**src/rtl/zym_scan_pkg.sv**
```systemverilog
// Shared types and constants for the segment scanner.
// The optional decimal-point path is enabled with the ZYM_SCAN_DP_EN macro.
package zym_scan_pkg;

    localparam int SEG_W        = 7;
    localparam int DEAD_CYC_DEF = 2;

    typedef enum logic [1:0] {
        IDLE  = 2'd0,
        LOAD  = 2'd1,
        SHOW  = 2'd2,
        BLANK = 2'd3
    } scan_state_t;

endpackage

```
**src/rtl/zym_scan_pwm.sv**
```systemverilog
// 3-bit brightness phase counter; lit reports whether the upcoming cycle is in the lit phase.
module zym_scan_pwm (
    input  logic       clock,
    input  logic       reset,
    input  logic       clr,
    input  logic       run,
    input  logic [2:0] bright,
    output logic       lit
);

    logic [2:0] ph_q;
    logic [2:0] ph_d;

    always_comb begin
        ph_d = ph_q;
        if (clr) begin
            ph_d = 3'd0;
        end else if (run) begin
            ph_d = ph_q + 3'd1;
        end
    end

    // Compared against the next phase so the registered outputs line up with it.
    assign lit = (ph_d <= bright);

    always_ff @(posedge clock) begin
        if (!reset) begin
            ph_q <= 3'd0;
        end else begin
            ph_q <= ph_d;
        end
    end

endmodule

```
**src/rtl/zym_seg_scanner.sv**
```systemverilog
// Time-multiplexed 7-segment scanner with dwell, dead-time blanking and brightness PWM.
// Defining ZYM_SCAN_DP_EN adds the dp_in / dp_out decimal-point path.
module zym_seg_scanner
    import zym_scan_pkg::*;
#(
    parameter int NUM_DIGITS = 4,
    parameter int DWELL_W    = 9,
    parameter int DEAD_CYC   = DEAD_CYC_DEF
) (
    input  logic                        clock,
    input  logic                        reset,
    input  logic                        en,
    input  logic [NUM_DIGITS*SEG_W-1:0] dig_in,
    input  logic [DWELL_W-1:0]          dwell,
    input  logic [2:0]                  bright,
`ifdef ZYM_SCAN_DP_EN
    input  logic [NUM_DIGITS-1:0]       dp_in,
    output logic                        dp_out,
`endif
    output logic [SEG_W-1:0]            seg_out,
    output logic [NUM_DIGITS-1:0]       an_out,
    output logic                        frame_done
);

    localparam int IDX_W  = (NUM_DIGITS > 1) ? $clog2(NUM_DIGITS) : 1;
    localparam int DEAD_W = $clog2(DEAD_CYC + 1);
    localparam logic [IDX_W-1:0]  LAST_IDX  = IDX_W'(NUM_DIGITS - 1);
    localparam logic [DEAD_W-1:0] DEAD_LAST = DEAD_W'(DEAD_CYC - 1);

    scan_state_t             state_q, state_d;
    logic [IDX_W-1:0]        idx_q, idx_d;
    logic [DWELL_W-1:0]      dwell_cnt_q, dwell_cnt_d;
    logic [DEAD_W-1:0]       dead_cnt_q, dead_cnt_d;
    logic [SEG_W-1:0]        seg_hold_q, seg_hold_d;
    logic [SEG_W-1:0]        seg_out_q, seg_out_d;
    logic [NUM_DIGITS-1:0]   an_out_q, an_out_d;
    logic                    frame_done_q, frame_done_d;
    logic                    pwm_clr, pwm_run, pwm_lit;

    zym_scan_pwm u_pwm (
        .clock  (clock),
        .reset  (reset),
        .clr    (pwm_clr),
        .run    (pwm_run),
        .bright (bright),
        .lit    (pwm_lit)
    );

    always_comb begin
        state_d      = state_q;
        idx_d        = idx_q;
        dwell_cnt_d  = dwell_cnt_q;
        dead_cnt_d   = dead_cnt_q;
        seg_hold_d   = seg_hold_q;
        frame_done_d = 1'b0;
        pwm_clr      = 1'b0;
        pwm_run      = 1'b0;

        case (state_q)
            IDLE: begin
                idx_d = '0;
                if (en) begin
                    state_d = LOAD;
                end
            end
            LOAD: begin
                seg_hold_d  = dig_in[int'(idx_q)*SEG_W +: SEG_W];
                dwell_cnt_d = '0;
                pwm_clr     = 1'b1;
                state_d     = SHOW;
            end
            SHOW: begin
                dwell_cnt_d = dwell_cnt_q + 1'b1;
                pwm_run     = 1'b1;
                if (dwell_cnt_q == dwell) begin
                    state_d    = BLANK;
                    dead_cnt_d = '0;
                end
            end
            BLANK: begin
                dead_cnt_d = dead_cnt_q + 1'b1;
                if (dead_cnt_q == DEAD_LAST) begin
                    state_d      = LOAD;
                    idx_d        = (idx_q == LAST_IDX) ? '0 : idx_q + 1'b1;
                    frame_done_d = (idx_q == LAST_IDX);
                end
            end
            default: begin
                state_d = IDLE;
            end
        endcase

        // Dropping en abandons the frame wherever it is.
        if (!en) begin
            state_d      = IDLE;
            idx_d        = '0;
            frame_done_d = 1'b0;
        end

        an_out_d  = (state_d == SHOW) ? (NUM_DIGITS'(1) << idx_q) : '0;
        seg_out_d = (state_d == SHOW && pwm_lit) ? seg_hold_d : '0;
    end

    always_ff @(posedge clock) begin
        if (!reset) begin
            state_q      <= IDLE;
            idx_q        <= '0;
            dwell_cnt_q  <= '0;
            dead_cnt_q   <= '0;
            seg_hold_q   <= '0;
            seg_out_q    <= '0;
            an_out_q     <= '0;
            frame_done_q <= 1'b0;
        end else begin
            state_q      <= state_d;
            idx_q        <= idx_d;
            dwell_cnt_q  <= dwell_cnt_d;
            dead_cnt_q   <= dead_cnt_d;
            seg_hold_q   <= seg_hold_d;
            seg_out_q    <= seg_out_d;
            an_out_q     <= an_out_d;
            frame_done_q <= frame_done_d;
        end
    end

    assign seg_out    = seg_out_q;
    assign an_out     = an_out_q;
    assign frame_done = frame_done_q;

`ifdef ZYM_SCAN_DP_EN
    logic dp_hold_q, dp_hold_d;
    logic dp_out_q, dp_out_d;

    always_comb begin
        dp_hold_d = (state_q == LOAD) ? dp_in[idx_q] : dp_hold_q;
        dp_out_d  = (state_d == SHOW && pwm_lit) ? dp_hold_d : 1'b0;
    end

    always_ff @(posedge clock) begin
        if (!reset) begin
            dp_hold_q <= 1'b0;
            dp_out_q  <= 1'b0;
        end else begin
            dp_hold_q <= dp_hold_d;
            dp_out_q  <= dp_out_d;
        end
    end

    assign dp_out = dp_out_q;
`endif

endmodule

```
**config.mk**
```make
export PLATFORM = sky130hd
export DESIGN_NAME = zym_seg_scanner
export DESIGN_NICKNAME = d
export VERILOG_FILES = /design/src/rtl/zym_scan_pkg.sv /design/src/rtl/zym_scan_pwm.sv /design/src/rtl/zym_seg_scanner.sv
export SDC_FILE = /design/constraint.sdc
export NUM_CORES = 1
export LEC_CHECK = 0
export ABC_AREA = 1
export BUFFER_PORTS_ARGS = -buffer_cell sky130_fd_sc_hd__buf_2
export CORE_ASPECT_RATIO = 0.75
export CORE_MARGIN = 1.5
export CORE_UTILIZATION = 53
export DETAILED_ROUTE_END_ITERATION = 6
export PLACE_DENSITY = 0.82
export RECOVER_POWER = 100
export SYNTH_ARGS = -nofsm -noshare
export SYNTH_HDL_FRONTEND = slang
export SYNTH_SLANG_ARGS = --single-unit
```
**constraint.sdc**
```tcl
create_clock -name clock -period 3 [get_ports clock]
set_clock_uncertainty 0.05 [all_clocks]
set_input_delay 0.3 -clock clock [delete_from_list [all_inputs] [get_ports clock]]
set_output_delay 0.3 -clock clock [all_outputs]
set_load 0.02 [all_outputs]
```
==> impl_metrics.csv <==
group,metric,value,unit
place,portBuffers,54,
floorplan,row_count,18,
logic_synthesis,synth-main-ff-cell,"dfxtp_1",
drt,via_per_inst,4.96,
logic_synthesis,synth_top_area_cell,"dfxtp_1",
clocking,hold_buffers,0,
timing,setup_tns,0,ns
clocking,cts_made_buffers,5,
timing,final-max-slew-violation-count,0,
clocking,postCtsResizedCells,0,
status,outcome,"finished, final reports clean",
clocking,cts_num_sinks,37,
power,leakage,0.000997,uW
clocking,clockBufferDepth,2,
global_routing,antenna_found_initial,0,
power,max-vdd-ir-drop,0.328,mV
drt,post_drt_wl_per_cell,11.7,um
finish,antenna_cells,0,
place,dp_cells,328,
global_routing,globalRouteTotalUtil,21.2,%
floorplan,die_h,54.3,um
logic_synthesis,synth.area.top_cells,"dfxtp_1 (40%), nor2_1 (9.7%), ha_1 (8.1%), nand2_1 (5.3%), o21ai_0 (5.1%)",
place,dp_hpwl,2.91,mm
logic_synthesis,syn_area,1860,um^2
power,share_comb_of_total_power,9.9,%
logic_synthesis,synth_top_area_share,39.9,%
timing,fmax,0.435,GHz
logic_synthesis,netlist_instances,240,
power,power_density,475,nW/um^2
finish,nNetsFinal,350,
place,gp_congestion,0.795,
floorplan,core,3310,um^2
global_routing,grt_max_degree,20,
drt,drc,0,
logic_synthesis,synth_fp_nets,295,
drt,antenna_left,0,
floorplan,start_util,56.1,%
power,power_frac_seq,48.0,%
global_routing,globalRouteOverflowTotal,0,
drt,vias,1668,
power,power.net_switching,235,uW
timing,finalCriticalPeriod,2.30,ns
critical_path,max_stage_delay,0.39,ns
power,clkPwrFrac,42.0,%
power,p_int,819,uW
critical_path,cp_top_family,"adder cells",
timing,finalHoldViolCount,0,
floorplan,die_area,3870,um^2
timing,maxSlewHeadroom,29.2,%
global_routing,grt_pass1_wl,6.18,mm
global_routing,grt_pass1_vias,1386,
timing,fin_crit_sh,76.6,%
critical_path,worstSetupPathType,"flop to flop",
critical_path,cp_slowest_cell,"ha_1",
drt,dr.pass1.iters,4,
logic_synthesis,ys_warn_count,0,
finish,drive_gt1_share,17.9,%
critical_path,crit_arrival,2.47,ns
flow_run,drv_cap,0,
clocking,clkLatencyLatePin,0.30,ns
power,finalPower,1050,uW
finish,final_common_cell,"nor2_1",
floorplan,die_w,71.4,um
critical_path,endpoint_kind,"flop",
timing,setup_viol,0,
drt,drt-total-wl,3.94,mm
logic_synthesis,synth_seq_cells,37,
logic_synthesis,yosysUniqueCellTypes,28,
critical_path,cp-start-kind,"flop",
timing,worst_pin_slew,1.05,ns
logic_synthesis,synth-edff-count,0,
critical_path,cp_max_fo,11,
clocking,htree_levels,2,
logic_synthesis,avgSynthCellArea,7.74,um^2
finish,stdcell_count,336,
finish,final_cell_mix,"nor2_1 (48), buf_2 (42), dfxtp_1 (37)",
power,p_sw_share,22.3,%
logic_synthesis,ys_async_sr_fraction,0,%
clocking,post_cts_buffers,0,
timing,fin_ws,0.703,ns
place,place_ws,0.786,ns
logic_synthesis,synth-seq-area-share,39.9,%
critical_path,critPathBufInv,1,
timing,rsz0062_at_grt,"false",
critical_path,crit_chain,"inv_1 > ha_1 > a21oi_1 > nor3_1 > ha_1 > a21oi_1 > o21ai_0 > nand2_1 > nand3_1 > nor2_1",
drt,drtIter0Drc,72,
critical_path,cp.required,3.18,ns
clocking,cts-root-buf,"clkbuf_8",
hold_path,hold_class,"primary input to flop",
floorplan,num_io_pins,55,
clocking,cts_tree,"done",
clocking,clk_pin_slew,0.07,ns
finish,area_growth,19.4,%
metal layers:
layer  up-vias  share of wire [%]  GRT usage (%)  wire (um)
met5         -                  0              0          0
met4         0               0.66           5.66         26
met3         4                5.0           7.92        198
met2        33                 43           31.6       1690
met1       735                 51           29.0       2020
li1        896                  -              -          -
worst reg2reg max path, stage by stage, from the launching register on:
cell and delay [ns]:
dfxtp_1 0.34, inv_1 0.14, ha_1 0.39, a21oi_1 0.15, nor3_1 0.19, ha_1 0.28, a21oi_1 0.13, o21ai_0 0.09
nand2_1 0.06, nand3_1 0.24, nor2_1 0.17
cell type report:
class,instances,area [um^2]
clock buffers,7,86.3
clock inverters,1,30.0
well taps,40,50.0
fillers,279,1090
inverters,26,97.6
multi-input cells,171,958
flip-flops and latches,37,741
repair buffers,54,255
cell families (layout without fill, tap and decap cells):
family                   after synthesis  count (layout)  synth area share [%]
buffers and inverters                 32              88                  6.87
AO/OA/AOI/OAI                         41              41                  12.7
multiplexers                           7               7                  3.77
AND/OR/NAND/NOR                      103             103                  25.0
flip-flops                            37              37                  39.9
adder cells (fa/ha/maj)               12              12                  8.08
XOR/XNOR                               8               8                  3.77
power by group through the flow:
stage                     sequential [uW]  clock [uW]  combinational, uW
after floorplan                       518           0               65.6
after global placement                517           0                107
after detailed placement              518           0                109
after CTS                             507         448                110
after global routing                  507         465                120
final                                 507         443                105
through the flow:
| step | instance area [um^2] | hold slack [ns] | util (%) |
|---|---|---|---|
| 2_1_floorplan | 1860 | 0.378 | - |
| 3_3_place_gp | 2150 | 0.396 | 64.9 |
| 3_5_place_dp | 2150 | 0.395 | 64.9 |
| 4_1_cts | 2260 | 0.245 | 68.4 |
| 5_1_grt | 2220 | 0.244 | 67.0 |
| 6_report | 2220 | 0.249 | 67.0 |
cells in the mapped netlist, types with 2 or more instances:
master    count
nor2_1       48
dfxtp_1      37
nand2_1      26
inv_1        25
o21ai_0      19
ha_1         12
a21oi_1      11
nor3_1        9
nand3_1       8
mux2i_1       7
o22ai_1       7
xnor2_1       7
nor3b_1       4
buf_2         3
clkbuf_1      2
nand2_2       2
nor4_1        2
sequential cells by signal (all words and copies together), names as in the netlist:
name and count:
an_out 4, dead_cnt_q 2, dwell_cnt_q 9, frame_done 1
idx_q 2, seg_hold_q 7, seg_out 7, state_q 2
u_pwm.ph_q 3
path summary, 6_finish.rpt:
check / startpoint / end / slack (ns) / depth (start not counted)
worst max-delay path: state_q[0] / seg_out[0] / 0.70 / 10
worst min-delay path: reset / dead_cnt_q[0] / 0.25 / 3
worst max register to register: state_q[0] / seg_out[0] / 0.70 / 10
worst min register to register: dead_cnt_q[0] / dead_cnt_q[0] / 0.41 / 1
(Power assumes the default switching activity.)
